===== src/rtl/mem_arbiter.sv =====
// Memory-port arbiter: buffers one IFU and one LSU request, grants the port LSU-first,
// tracks each transaction to completion or timeout and returns a registered response.
module mem_arbiter #(
    parameter int unsigned TIMEOUT  = 255,
    parameter logic [31:0] ERR_DATA = 32'hDEADBEEF
) (
    input  logic        clock,
    input  logic        reset,
    input  logic        io_ifu_reqValid,
    input  logic [31:0] io_ifu_addr,
    output logic        io_ifu_respValid,
    output logic [31:0] io_ifu_rdata,
    output logic        io_ifu_err,
    input  logic        io_lsu_reqValid,
    input  logic [31:0] io_lsu_addr,
    input  logic [1:0]  io_lsu_size,
    input  logic        io_lsu_wen,
    input  logic [31:0] io_lsu_wdata,
    input  logic [3:0]  io_lsu_wmask,
    output logic        io_lsu_respValid,
    output logic [31:0] io_lsu_rdata,
    output logic        io_lsu_err,
    output logic        io_mem_reqValid,
    output logic [31:0] io_mem_addr,
    output logic [1:0]  io_mem_size,
    output logic        io_mem_wen,
    output logic [31:0] io_mem_wdata,
    output logic [3:0]  io_mem_wmask,
    input  logic        io_mem_respValid,
    input  logic [31:0] io_mem_rdata,
    output logic        busy,
    output logic [1:0]  grant
);

    localparam int CW = (TIMEOUT < 2) ? 1 : $clog2(TIMEOUT + 1);

    typedef enum logic [1:0] {IDLE, BUSY_IFU, BUSY_LSU} state_t;

    typedef struct packed {
        logic [31:0] addr;
        logic [1:0]  size;
        logic        wen;
        logic [31:0] wdata;
        logic [3:0]  wmask;
    } req_t;

    state_t      state_q, state_d;
    logic        ifu_pend_q, ifu_pend_d;
    logic        lsu_pend_q, lsu_pend_d;
    logic [31:0] ifu_addr_q, ifu_addr_d;
    req_t        lsu_buf_q, lsu_buf_d;
    req_t        mem_q, mem_d;
    logic        mem_valid_q, mem_valid_d;
    logic [CW-1:0] cnt_q, cnt_d;
    logic        ifu_resp_q, ifu_resp_d;
    logic [31:0] ifu_rdata_q, ifu_rdata_d;
    logic        ifu_err_q, ifu_err_d;
    logic        lsu_resp_q, lsu_resp_d;
    logic [31:0] lsu_rdata_q, lsu_rdata_d;
    logic        lsu_err_q, lsu_err_d;
    logic        finish;
    logic [31:0] fin_rdata;
    logic        fin_err;

    always_comb begin
        // NOTE: every signal gets a default first so no path leaves it unassigned (no latches).
        state_d     = state_q;
        ifu_pend_d  = ifu_pend_q;
        lsu_pend_d  = lsu_pend_q;
        ifu_addr_d  = ifu_addr_q;
        lsu_buf_d   = lsu_buf_q;
        mem_d       = mem_q;
        mem_valid_d = 1'b0;
        cnt_d       = cnt_q;
        ifu_resp_d  = 1'b0;
        ifu_rdata_d = ifu_rdata_q;
        ifu_err_d   = ifu_err_q;
        lsu_resp_d  = 1'b0;
        lsu_rdata_d = lsu_rdata_q;
        lsu_err_d   = lsu_err_q;
        finish      = 1'b0;
        fin_rdata   = io_mem_rdata;
        fin_err     = 1'b0;

        // A requester holds at most one outstanding transaction; extra pulses are dropped.
        if (io_ifu_reqValid && !ifu_pend_q && state_q != BUSY_IFU) begin
            ifu_pend_d = 1'b1;
            ifu_addr_d = io_ifu_addr;
        end
        if (io_lsu_reqValid && !lsu_pend_q && state_q != BUSY_LSU) begin
            lsu_pend_d = 1'b1;
            lsu_buf_d  = '{addr: io_lsu_addr, size: io_lsu_size, wen: io_lsu_wen,
                           wdata: io_lsu_wdata, wmask: io_lsu_wmask};
        end

        unique case (state_q)
            IDLE: begin
                cnt_d = '0;
                // Arbitrate on the _d view so a fresh pulse is granted without an extra cycle.
                if (lsu_pend_d) begin
                    state_d     = BUSY_LSU;
                    lsu_pend_d  = 1'b0;
                    mem_valid_d = 1'b1;
                    mem_d       = lsu_buf_d;
                end else if (ifu_pend_d) begin
                    state_d     = BUSY_IFU;
                    ifu_pend_d  = 1'b0;
                    mem_valid_d = 1'b1;
                    mem_d       = '{addr: ifu_addr_d, size: 2'b10, wen: 1'b0,
                                    wdata: '0, wmask: 4'b0000};
                end
            end
            default: begin
                if (io_mem_respValid) begin
                    finish = 1'b1;
                end else if (TIMEOUT != 0 && cnt_q == CW'(TIMEOUT)) begin
                    finish    = 1'b1;
                    fin_rdata = ERR_DATA;
                    fin_err   = 1'b1;
                end else if (cnt_q != '1) begin
                    cnt_d = cnt_q + 1'b1;
                end
            end
        endcase

        if (finish) begin
            state_d = IDLE;
            if (state_q == BUSY_IFU) begin
                ifu_resp_d  = 1'b1;
                ifu_rdata_d = fin_rdata;
                ifu_err_d   = fin_err;
            end else begin
                lsu_resp_d  = 1'b1;
                lsu_rdata_d = fin_rdata;
                lsu_err_d   = fin_err;
            end
        end
    end

    // NOTE: sequential state uses non-blocking assignments; buffers are reset too since they are only a few flops.
    always_ff @(posedge clock or posedge reset) begin
        if (reset) begin
            state_q     <= IDLE;
            ifu_pend_q  <= 1'b0;
            lsu_pend_q  <= 1'b0;
            ifu_addr_q  <= '0;
            lsu_buf_q   <= '0;
            mem_q       <= '0;
            mem_valid_q <= 1'b0;
            cnt_q       <= '0;
            ifu_resp_q  <= 1'b0;
            ifu_rdata_q <= '0;
            ifu_err_q   <= 1'b0;
            lsu_resp_q  <= 1'b0;
            lsu_rdata_q <= '0;
            lsu_err_q   <= 1'b0;
        end else begin
            state_q     <= state_d;
            ifu_pend_q  <= ifu_pend_d;
            lsu_pend_q  <= lsu_pend_d;
            ifu_addr_q  <= ifu_addr_d;
            lsu_buf_q   <= lsu_buf_d;
            mem_q       <= mem_d;
            mem_valid_q <= mem_valid_d;
            cnt_q       <= cnt_d;
            ifu_resp_q  <= ifu_resp_d;
            ifu_rdata_q <= ifu_rdata_d;
            ifu_err_q   <= ifu_err_d;
            lsu_resp_q  <= lsu_resp_d;
            lsu_rdata_q <= lsu_rdata_d;
            lsu_err_q   <= lsu_err_d;
        end
    end

    assign io_mem_reqValid  = mem_valid_q;
    assign io_mem_addr      = mem_q.addr;
    assign io_mem_size      = mem_q.size;
    assign io_mem_wen       = mem_q.wen;
    assign io_mem_wdata     = mem_q.wdata;
    assign io_mem_wmask     = mem_q.wmask;
    assign io_ifu_respValid = ifu_resp_q;
    assign io_ifu_rdata     = ifu_rdata_q;
    assign io_ifu_err       = ifu_err_q;
    assign io_lsu_respValid = lsu_resp_q;
    assign io_lsu_rdata     = lsu_rdata_q;
    assign io_lsu_err       = lsu_err_q;
    assign busy             = (state_q != IDLE);
    assign grant            = (state_q == BUSY_IFU) ? 2'b01 :
                              (state_q == BUSY_LSU) ? 2'b10 : 2'b00;

endmodule


===== config.mk =====
export PLATFORM = sky130hd
export DESIGN_NAME = mem_arbiter
export DESIGN_NICKNAME = d
export VERILOG_FILES = /design/src/rtl/mem_arbiter.sv
export SDC_FILE = /design/constraint.sdc
export NUM_CORES = 1
export LEC_CHECK = 0
export BUFFER_PORTS_ARGS = -buffer_cell sky130_fd_sc_hd__buf_2
export CORE_MARGIN = 1.5
export CORE_UTILIZATION = 30
export CTS_CLUSTER_SIZE = 40
export DETAILED_ROUTE_END_ITERATION = 6
export PLACE_DENSITY = 0.63
export SLEW_MARGIN = 10
export SYNTH_ARGS = -nofsm -noshare
export SYNTH_HDL_FRONTEND = slang
export SYNTH_SLANG_ARGS = --single-unit
export TNS_END_PERCENT = 100

===== constraint.sdc =====
create_clock -name clock -period 12.2 [get_ports clock]
set_input_delay 0.61 -clock clock [delete_from_list [all_inputs] [get_ports clock]]
set_output_delay 0.61 -clock clock [all_outputs]
set_load 0.03 [all_outputs]

==> impl_metrics.yaml <==
global_routing:
  grt_first_pass_wirelength_um: 38900
  grt_use_met3: 0.0391
  grt_overflow: 0
  use_met2: 0.236
  grt_busiest_layer: "met2"
  grt_use_met1: 0.191
  track_usage: 0.145
  grt_max_degree: 92
  antenna_found_initial: 5
  grt_pass1_vias: 6880
logic_synthesis:
  seq_area_frac_synth: 0.656
  ys_warn_count: 0
  synth_edf_count: 0
  synth_nets: 782
  yosys-top-cells-area: "dfrtp_1 (66%), mux2_2 (7.9%), a22o_1 (4.9%), mux2_4 (4.6%), o22a_1 (4.4%)"
  ys_types: 38
  async_reset_ff_frac: 1.00
  ys_ff_latch: 255
  avgSynthCellArea_um2: 15.2
  synthCells: 641
  synth_area_um2: 9730
  yosysTopAreaCellShare: 0.656
  yosysTopAreaCell: "dfrtp_1"
  yosys_most_used_dff: "dfrtp_1"
detailed_routing:
  drt_iter0_drc: 300
  firstDrtPassIters: 4
  routedWlPerCell_um: 18.4
  antenna_left: 0
  wl_um: 24800
  via_per_inst: 4.83
  vias: 6515
  route.detailed.drc: 0
clocking:
  insertion_delay_ps: 550
  clockBufferDepth: 3
  cts.sink_count: 255
  cts_setup_buffers: 0
  ctsHoldBuffers: 0
  clkTransAtPathRegs_ps: 60
  cts_tree: "done"
  cts_resized: 0
  cts-root-buf: "clkbuf_16"
  numCtsBuffers: 29
  h-tree-depth: 1
status:
  status: "finished, final reports clean"
pwr:
  vdd_drop_max_mv: 0.161
  power_density_nw_per_um2: 316
  p_leak_nw: 5.93
  total_power_mw: 3.96
timing:
  skew_ps: 24.9
  finalHoldViolations: 0
  slew_viol_final: 0
  setup_ws_ps: 9280
  max_clock_freq_mhz: 343
  rsz0062_at_grt: "no"
  slew_headroom: 0.284
  finalSetupViolations: 0
  post-route-min-period_ps: 2920
  fin_hold_ws_ps: 136
  tightest_slew_ps: 1070
  finalCritPeriodShare: 0.239
  finalSetupTns_ps: 0
cells_and_area:
  layout-drive-gt1-share: 0.475
  fin_area_um2: 12500
  post-route-util: 0.395
  final_cells: 1348
  syn_to_final_growth_pct: 28.6
  nNetsFinal: 1062
placed_design:
  dp_hpwl_um: 16100
  port_buffers: 282
  place_area_um2: 11500
  place_congestion: 0.741
  dp_cells: 1292
  pre_cts_ws_ps: 9300
min_path:
  hold_class: "input port to asynchronous set/reset pin"
die:
  fp.dieH_um: 183
  start_util: 0.307
  row_count: 65
  die_area_um2: 33500
  core_area_um2: 31700
  ioPinCount: 283
  die_w_um: 183
critical_path:
  crit_required_ps: 12610
  critPathKind: "flip-flop to flip-flop"
  cpMaxStageDelayCell: "nor3b_4"
  max_stage_delay_ps: 670
  critPathCaptureType: "flip-flop"
  cp_max_fo: 24
  setup.worst_path.start_class: "flip-flop"
  crit_arrival_ps: 3330
  crit_chain: "nor2b_1 > nor3b_4 > buf_4 > mux2_2 > a221o_1"
job:
  cap_violations: 0
-- flip-flops by register name, indices dropped and copies added, names as in the netlist, 2 cells and up --
name / cells
io_mem_wdata: 32
cnt_q: 8
io_mem_addr: 32
lsu_buf_q: 71
io_ifu_rdata: 32
io_mem_wmask: 4
io_lsu_rdata: 32
io_mem_size: 2
ifu_addr_q: 32
state_q: 2
-- layout by cell type, fill, tap and decap left out, drive strengths merged, types with 3 or more instances in the layout --
cell    instances
buf           290
dfrtp         255
mux2          103
a22o           54
o22a           49
clkbuf         40
and2           34
a221o          32
nor2           15
nand2          14
clkinv          8
inv             7
a21oi           6
bufinv          4
nand3           3
o21ai           3
a31oi           3
nor2b           3
nor4            3
-- cells in the mapped netlist, types with 5 or more instances --
library cell / n
mux2_4: 30
buf_2: 9
buf_6: 7
a21oi_1: 6
and2_1: 34
mux2_1: 5
o22a_1: 49
mux2_2: 68
nor2_1: 14
dfrtp_1: 255
a22o_1: 54
buf_4: 5
a221o_1: 32
nand2_1: 14
clkbuf_1: 20
-- power breakdown --
| part | total, mW | internal, mW | switching (mW) |
|---|---|---|---|
| Clock | 0.912 | 0.559 | 0.353 |
| Sequential | 1.42 | 1.25 | 0.171 |
| Combinational | 1.63 | 0.649 | 0.978 |
-- cell families (layout without fill, tap and decap cells) --
logic type | Yosys count | in the layout | share of synthesized area
flops | 255 | 255 | 0.656
compound gates | 152 | 152 | 0.136
mux | 103 | 103 | 0.131
simple gates | 81 | 81 | 0.0471
buf+inv | 47 | 350 | 0.0266
xor+xnor | 2 | 2 | 0.00180
fa+ha+maj | 1 | 1 | 0.00129
other cells | 0 | 2 | 0
-- cell type report --
cell class	instances	area [um^2]
Clock buffer	40	827
Multi-Input combinational cell	339	3110
Clock inverter	14	188
Inverter	6	30.0
Sequential cell	255	6380
Tap cell	402	503
Fill cell	3017	19200
Timing Repair Buffer	290	1470
Antenna cell	2	5.00
-- final timing paths --
check,startpoint,endpoint,slack [ps],cells after the start
min,reset,lsu_buf_q[4]$_DFF_PP0_,140,2
max reg2reg,state_q[1]$_DFFE_PP0P_,io_mem_addr[31]$_DFFE_PP0P_,9280,5
min reg2reg,lsu_buf_q[39]$_DFF_PP0_,lsu_buf_q[39]$_DFF_PP0_,490,1
max,state_q[1]$_DFFE_PP0P_,io_mem_addr[31]$_DFFE_PP0P_,9280,5
max in group asynchronous,reset,ifu_addr_q[23]$_DFF_PP0_,10490,3
min in group clock,io_mem_rdata[12],io_lsu_rdata[12]$_DFFE_PP0P_,290,2
-- per-layer routing --
metal	share of wire	vias up	routed length (um)
li1	-	2936	-
met1	0.45	3325	11000
met2	0.46	210	11500
met3	0.064	40	1600
met4	0.024	4	600
met5	0.0012	-	29
-- worst max-delay path: cells and delay by family (launching register included) --
family	cells	cell delay [ps]
buf+inv	1	550
simple gates	2	910
flops	1	560
compound gates	1	340
mux	1	410
No activity file was read; power rests on OpenSTA's default activity.
